<file path="config.mk">
export PLATFORM = sky130hd
export DESIGN_NAME = id_ex_stage
export DESIGN_NICKNAME = d
export VERILOG_FILES = /design/src/rtl/id_ex_stage.sv
export SDC_FILE = /design/constraint.sdc
export NUM_CORES = 1
export LEC_CHECK = 0
export CAP_MARGIN = 10
export CORE_MARGIN = 8
export CORE_UTILIZATION = 39
export CTS_CLUSTER_DIAMETER = 60
export DETAILED_ROUTE_END_ITERATION = 12
export PLACE_DENSITY_LB_ADDON = 0.1
export SYNTH_ARGS = -nofsm -noshare
export SYNTH_HDL_FRONTEND = slang
export SYNTH_SLANG_ARGS = --single-unit
</file>
<file path="constraint.sdc">
create_clock -name clk -period 7.4 [get_ports clk]
set_input_delay 1.11 -clock clk [delete_from_list [all_inputs] [get_ports clk]]
set_output_delay 1.11 -clock clk [all_outputs]
set_load 0.05 [all_outputs]
</file>
<file path="src/rtl/id_ex_stage.sv">
// ID/EX pipeline register with EX-side forwarding, operand select and load-use detect.
// Ports:
//   clk, reset (sync, active-high), stall (hold), flush (load bubble)
//   id_*            decoded instruction fields and control from ID
//   exmem_*/memwb_* forwarding sources from later stages
//   alu_a/alu_b/alu_ctrl  ALU operand bus; store_data forwarded rt value
//   dest_reg, branch_target, ex_* control bits for EX and beyond
//   load_use_stall  hazard request back to IF/ID (combinational)
module id_ex_stage #(
    parameter int unsigned WIDTH = 32,
    parameter int unsigned RADDR = 5
) (
    input  logic             clk,
    input  logic             reset,
    input  logic             stall,
    input  logic             flush,
    input  logic             id_valid,
    input  logic [WIDTH-1:0] id_pc4,
    input  logic [WIDTH-1:0] id_rs_data,
    input  logic [WIDTH-1:0] id_rt_data,
    input  logic [WIDTH-1:0] id_imm,
    input  logic [4:0]       id_shamt,
    input  logic [RADDR-1:0] id_rs,
    input  logic [RADDR-1:0] id_rt,
    input  logic [RADDR-1:0] id_rd,
    input  logic [3:0]       id_alu_ctrl,
    input  logic             id_alu_src,
    input  logic             id_shift_src,
    input  logic             id_reg_dst,
    input  logic             id_reg_write,
    input  logic             id_mem_read,
    input  logic             id_mem_write,
    input  logic             id_mem_to_reg,
    input  logic             id_branch,
    input  logic             exmem_reg_write,
    input  logic [RADDR-1:0] exmem_rd,
    input  logic [WIDTH-1:0] exmem_result,
    input  logic             memwb_reg_write,
    input  logic [RADDR-1:0] memwb_rd,
    input  logic [WIDTH-1:0] memwb_result,
    output logic [WIDTH-1:0] alu_a,
    output logic [WIDTH-1:0] alu_b,
    output logic [3:0]       alu_ctrl,
    output logic [WIDTH-1:0] store_data,
    output logic [RADDR-1:0] dest_reg,
    output logic [WIDTH-1:0] branch_target,
    output logic             ex_valid,
    output logic             ex_reg_write,
    output logic             ex_mem_read,
    output logic             ex_mem_write,
    output logic             ex_mem_to_reg,
    output logic             ex_branch,
    output logic             load_use_stall
);

    localparam int unsigned SHAMT_W = 5;
    localparam logic [3:0]  ALU_ADD = 4'b0010;

    logic [WIDTH-1:0] ex_pc4;
    logic [WIDTH-1:0] ex_rs_data;
    logic [WIDTH-1:0] ex_rt_data;
    logic [WIDTH-1:0] ex_imm;
    logic [4:0]       ex_shamt;
    logic [RADDR-1:0] ex_rs;
    logic [RADDR-1:0] ex_rt;
    logic [RADDR-1:0] ex_rd;
    logic [3:0]       ex_alu_ctrl;
    logic             ex_alu_src;
    logic             ex_shift_src;
    logic             ex_reg_dst;

    logic [WIDTH-1:0] fwd_rs;
    logic [WIDTH-1:0] fwd_rt;

    // Pipeline register; a bubble is identical to the reset contents and uses the add code.
    always_ff @(posedge clk) begin
        if (reset || flush) begin
            ex_valid      <= 1'b0;
            ex_pc4        <= '0;
            ex_rs_data    <= '0;
            ex_rt_data    <= '0;
            ex_imm        <= '0;
            ex_shamt      <= '0;
            ex_rs         <= '0;
            ex_rt         <= '0;
            ex_rd         <= '0;
            ex_alu_ctrl   <= ALU_ADD;
            ex_alu_src    <= 1'b0;
            ex_shift_src  <= 1'b0;
            ex_reg_dst    <= 1'b0;
            ex_reg_write  <= 1'b0;
            ex_mem_read   <= 1'b0;
            ex_mem_write  <= 1'b0;
            ex_mem_to_reg <= 1'b0;
            ex_branch     <= 1'b0;
        end else if (!stall) begin
            ex_valid      <= id_valid;
            ex_pc4        <= id_pc4;
            ex_rs_data    <= id_rs_data;
            ex_rt_data    <= id_rt_data;
            ex_imm        <= id_imm;
            ex_shamt      <= id_shamt;
            ex_rs         <= id_rs;
            ex_rt         <= id_rt;
            ex_rd         <= id_rd;
            ex_alu_ctrl   <= id_alu_ctrl;
            ex_alu_src    <= id_alu_src;
            ex_shift_src  <= id_shift_src;
            ex_reg_dst    <= id_reg_dst;
            ex_reg_write  <= id_reg_write;
            ex_mem_read   <= id_mem_read;
            ex_mem_write  <= id_mem_write;
            ex_mem_to_reg <= id_mem_to_reg;
            ex_branch     <= id_branch;
        end
    end

    // Forwarding: youngest producer (EX/MEM) wins; $zero is never forwarded.
    always_comb begin
        fwd_rs = ex_rs_data;
        if (ex_rs != '0 && exmem_reg_write && exmem_rd == ex_rs) begin
            fwd_rs = exmem_result;
        end else if (ex_rs != '0 && memwb_reg_write && memwb_rd == ex_rs) begin
            fwd_rs = memwb_result;
        end

        fwd_rt = ex_rt_data;
        if (ex_rt != '0 && exmem_reg_write && exmem_rd == ex_rt) begin
            fwd_rt = exmem_result;
        end else if (ex_rt != '0 && memwb_reg_write && memwb_rd == ex_rt) begin
            fwd_rt = memwb_result;
        end
    end

    // Operand select and EX-side derived values.
    assign alu_a         = ex_shift_src ? {{(WIDTH-SHAMT_W){1'b0}}, ex_shamt} : fwd_rs;
    assign alu_b         = ex_alu_src ? ex_imm : fwd_rt;
    assign alu_ctrl      = ex_alu_ctrl;
    assign store_data    = fwd_rt;
    assign dest_reg      = ex_reg_dst ? ex_rd : ex_rt;
    assign branch_target = ex_pc4 + {ex_imm[WIDTH-3:0], 2'b00};

    // Load in EX whose destination is read by the instruction in ID.
    assign load_use_stall = ex_valid & ex_mem_read & (ex_rt != '0)
                          & ((ex_rt == id_rs) | (ex_rt == id_rt));

endmodule

</file>
Word level (Yosys, flattened, before mapping) --
Cells that the tools add are included.
Operators by class: add/subtract/negate cells 1, eq/ne operators 6, reductions and logical operators 11, bitwise operators 4, muxes and demuxes 7
Operator list (count):
- $mux 32 | 6
- $add 32x32->32 | 1
- $eq 5x5->1 | 6
- $reduce_bool 5->1 | 2
- $logic_and 1x1->1 | 8
- $mux 5 | 1
- $and 1x1->1 | 3
- $logic_or 1x1->1 | 1
- $or 1x1->1 | 1
Storage, ports and cells: register bits after elaboration 161, output and inout port bits 144, input port bits 241

Depth between registers and ports, before layout --
word-level depth 6, mapped depth 10

Worst setup path after synthesis --
No wires, ideal clock.
path type input to output, from input memwb_rd[0], to output alu_a[10], cell stages on the path 5, data required time 6.290 ns, slack 2.987 ns, data arrival time 3.303 ns, cell sequence xor2_1 nor4_2 buf_4 mux2i_1 a211oi_1
On the way: cells in the longest elaborated chain, start to end 5
RTL lines:
- from (decl) | RTL line 39 | input logic [RADDR-1:0] memwb_rd,
- $eq 5x5->1 | RTL line 123 | end else if (ex_rs != '0 && memwb_reg_write && memwb_rd == ex_rs) begin
- $logic_and 1x1->1 | RTL line 123
- $mux 32 | RTL line 123
- $mux 32 | RTL line 121 | if (ex_rs != '0 && exmem_reg_write && exmem_rd == ex_rs) begin
- $mux 32 | RTL line 136 | assign alu_a = ex_shift_src ? {{(WIDTH-SHAMT_W){1'b0}}, ex_shamt} : fwd_rs;
- to (decl) | RTL line 41 | output logic [WIDTH-1:0] alu_a,
Every way passes these cells.

Worst setup path after layout --
from input memwb_rd[1], to output alu_b[7]
On the way: cells in the longest elaborated chain, start to end 5
RTL lines:
- $eq 5x5->1 | RTL line 130 | end else if (ex_rt != '0 && memwb_reg_write && memwb_rd == ex_rt) begin
- $logic_and 1x1->1 | RTL line 130
- $mux 32 | RTL line 130
- $mux 32 | RTL line 128 | if (ex_rt != '0 && exmem_reg_write && exmem_rd == ex_rt) begin
- $mux 32 | RTL line 137 | assign alu_b = ex_alu_src ? ex_imm : fwd_rt;
- to (decl) | RTL line 42 | output logic [WIDTH-1:0] alu_b,
Every way passes these cells.

==> qor.yml <==
critical_path:
  arrival_ps: 4240
  ff2ff_path_depth: 2
  cp-end-kind: "output pin"
  start_kind: "input port"
  crit_chain: "clkdlybuf4s50_1, xnor2_1, nand4_1, nor4_4, buf_4, mux2i_1, o21ai_1, mux2_2, clkdlybuf4s50_1"
  crit_top_cell: "clkdlybuf4s50_1"
  cp.depth: 9
  cpPeakStageDelay_ps: 830
  crit_buf_inv: 3
  crit_required_ps: 6290
  critPathSlowestCell: "clkdlybuf4s50_1"
  crit_path_max_fanout: 32
  path_class: "in -> out"
  cp_top_family: "buffers and inverters"
sta:
  tns_ps: 0
  max_freq_mhz: 186.8
  tightest_slew_ps: 1034
  setup_viol: 0
  rsz0062_at_grt: "false"
  hold_viol_final: 0
  skew_ps: 0
  min_period_ps: 5352
  slew_headroom: 0.3107
  maxSlewViolCount: 0
  period_share: 0.7233
floorplanning:
  ios: 385
  rows: 57
  die_area_sq_um: 29490
  core_area_sq_um: 24030
  die_x_microns: 171.7
  start_util: 0.3935
  die_y_microns: 171.7
clock_network:
  clockRootBuffer: "clkbuf_16"
  hold_buffers: 0
  cts_resized: 0
  post-cts-setup-buffer-count: 0
  clkLatencyLatePin_ps: 440
  cts_tree: "yes"
  cts_buffers: 17
  h-tree-depth: 4
  cts_sinks: 161
  clk_pin_slew_ps: 70
  clockBufferDepth: 2
grt:
  grtUsageTotal: 0.2460
  grt_pass1_vias: 9141
  overflow: 0
  grt_first_pass_wirelength_microns: 54680
  grt_max_degree: 85
  antenna_found_initial: 14
pwr:
  irDropWorstVdd_uv: 130.5
  power.density_nw_per_um2: 168.7
  p_leak_nw: 5.747
  power_mw: 2.373
logic_synthesis:
  synth-compound-area-share: 0.1062
  yosys.area_share.simple: 0.1378
  synth_edf_count: 0
  synth_fa_ha_area_frac: 0.04048
  synth_xor_area_frac: 0.05278
  async_flop_share: 0
  ys_seq_area_frac: 0.3408
  syn-num-nets: 1330
  yosysWarnings: 0
  synth.ff_latch_count: 161
  synthesis.area_sq_um: 9458
  synth_ff_type: "dfxtp_1"
  avgSynthCellArea_sq_um: 8.931
  synth_top_family_by_area: "multiplexers"
  yosysUniqueCellTypes: 52
  syn_inst: 1059
  muxShareOfSynthArea: 0.2822
drt:
  drt-pass1-iter-count: 5
  drtAntennaViolNets: 0
  post-route-drc-count: 0
  num_vias: 8981
  wire_per_inst_microns: 21.52
  via_per_inst: 5.164
  drt_iter0_markers: 668
  wl_microns: 37420
worst_hold_path:
  hold_path_class: "reg -> reg"
  holdPathStages: 1
final_layout:
  area_growth_pct: 48.72
  drive_above_1_share: 0.06330
  fin_nets: 1664
  instances_no_fill: 1739
flow_run:
  max_cap_violations: 0
place:
  io_buffer_count: 384
  placed_cells: 1698
  gp_congestion: 0.9056
  hpwl_microns: 29060
run_status:
  status: "complete, no violations"
-- cells in the mapped netlist, drive strengths merged, types with 2 or more instances --
cell      n  area share
a211o     3      0.0028
a211oi   31       0.025
a21boi    2      0.0016
a21o     18       0.014
a21oi    24       0.013
a311oi    2      0.0019
a31oi     3      0.0020
and3      2      0.0013
buf      33       0.019
clkbuf   44       0.017
dfxtp   161        0.34
ha       29       0.038
inv       7      0.0028
mux2     37       0.044
mux2i   225        0.24
nand2    64       0.025
nand2b    2      0.0013
nand3     6      0.0032
nand4    10      0.0066
nor2    201       0.081
nor2b     3      0.0020
nor3      6      0.0032
nor4      3      0.0058
o21a      5      0.0040
o21ai    56       0.030
o21bai    4      0.0032
o31ai     4      0.0037
or2       3      0.0020
or3       2      0.0013
or4       3      0.0028
xnor2    35       0.032
xor2     22       0.020
-- worst register-to-register path, cell delays in order, from the launching register on --
cell     delay [ps]
dfxtp_2        1010
mux2i_1         180
nor2_1          120
-- logic make-up (layout without fill, tap and decap cells) --
| logic type | after synthesis | count (layout) |
|---|---|---|
| and+or+nand+nor | 307 | 307 |
| muxes | 262 | 262 |
| DFF | 161 | 161 |
| AOI/OAI and AO/OA | 158 | 158 |
| buffers and inverters | 84 | 431 |
| xor gates and xnor gates | 57 | 57 |
| adders and majority gates | 30 | 30 |
| other | 0 | 9 |
-- through the flow --
step | hold slack, ps | worst slack [ps] | cell area (sq um) | util
finish | 474.9 | 2048 | 14070 | 0.5852
global route | 509.8 | 1887 | 14070 | 0.5852
CTS | 477.7 | 2024 | 14040 | 0.5843
detailed placement | 457.4 | 2030 | 13440 | 0.5591
global placement | 454.7 | 2034 | 13440 | 0.5591
floorplan | 457.6 | 2987 | 9458 | -
-- layout make-up --
cell class                      count  area, sq um
Sequential cell                   161         3224
Fill cell                        2182         9968
Clock buffer                       17        425.4
Clock inverter                     15        181.4
Inverter                            7        26.28
Timing Repair Buffer              392         3909
Multi-Input combinational cell    814         5872
Tap cell                          324        405.4
Antenna cell                        9        22.52
-- routing by layer --
metal  GRT usage  wire length (microns)  part of all wire
met1      0.2930                  15520              0.41
met2      0.3955                  17430              0.47
met3     0.08308                   3169             0.085
met4      0.1119                   1263             0.034
met5           0                     43            0.0011
-- layout by cell type (no fill, tap or decap), types with 7 or more instances in the layout --
cell,n
xnor2_1,35
mux2i_1,225
a21oi_1,24
a21o_1,18
clkdlybuf4s50_1,383
inv_1,7
nand4_1,10
o21ai_1,34
a211oi_1,30
o21ai_0,22
mux2_2,37
xor2_1,22
nor2_1,200
nand2_1,64
ha_1,29
dfxtp_1,160
buf_4,8
diode_2,9
clkbuf_16,17
-- report_power, final --
| part | total [mW] | switching (mW) | leakage, nW | internal (mW) |
|---|---|---|---|---|
| Sequential | 0.924 | 0.0292 | 1.31 | 0.895 |
| Combinational | 0.544 | 0.287 | 4.14 | 0.257 |
| Clock | 0.906 | 0.445 | 0.297 | 0.460 |
-- worst paths after layout --
| check | startpoint | end | slack, ps |
|---|---|---|---|
| max | memwb_rd[1] | alu_b[7] | 2050 |
| min | alu_ctrl[1]$_SDFFE_PP1N_ | alu_ctrl[1]$_SDFFE_PP1N_ | 470 |
| min reg2reg | alu_ctrl[1]$_SDFFE_PP1N_ | alu_ctrl[1]$_SDFFE_PP1N_ | 470 |
| max reg2reg | ex_alu_src$_SDFFE_PP0N_ | ex_alu_src$_SDFFE_PP0N_ | 6020 |
No activity file was read; power rests on OpenSTA's default activity.
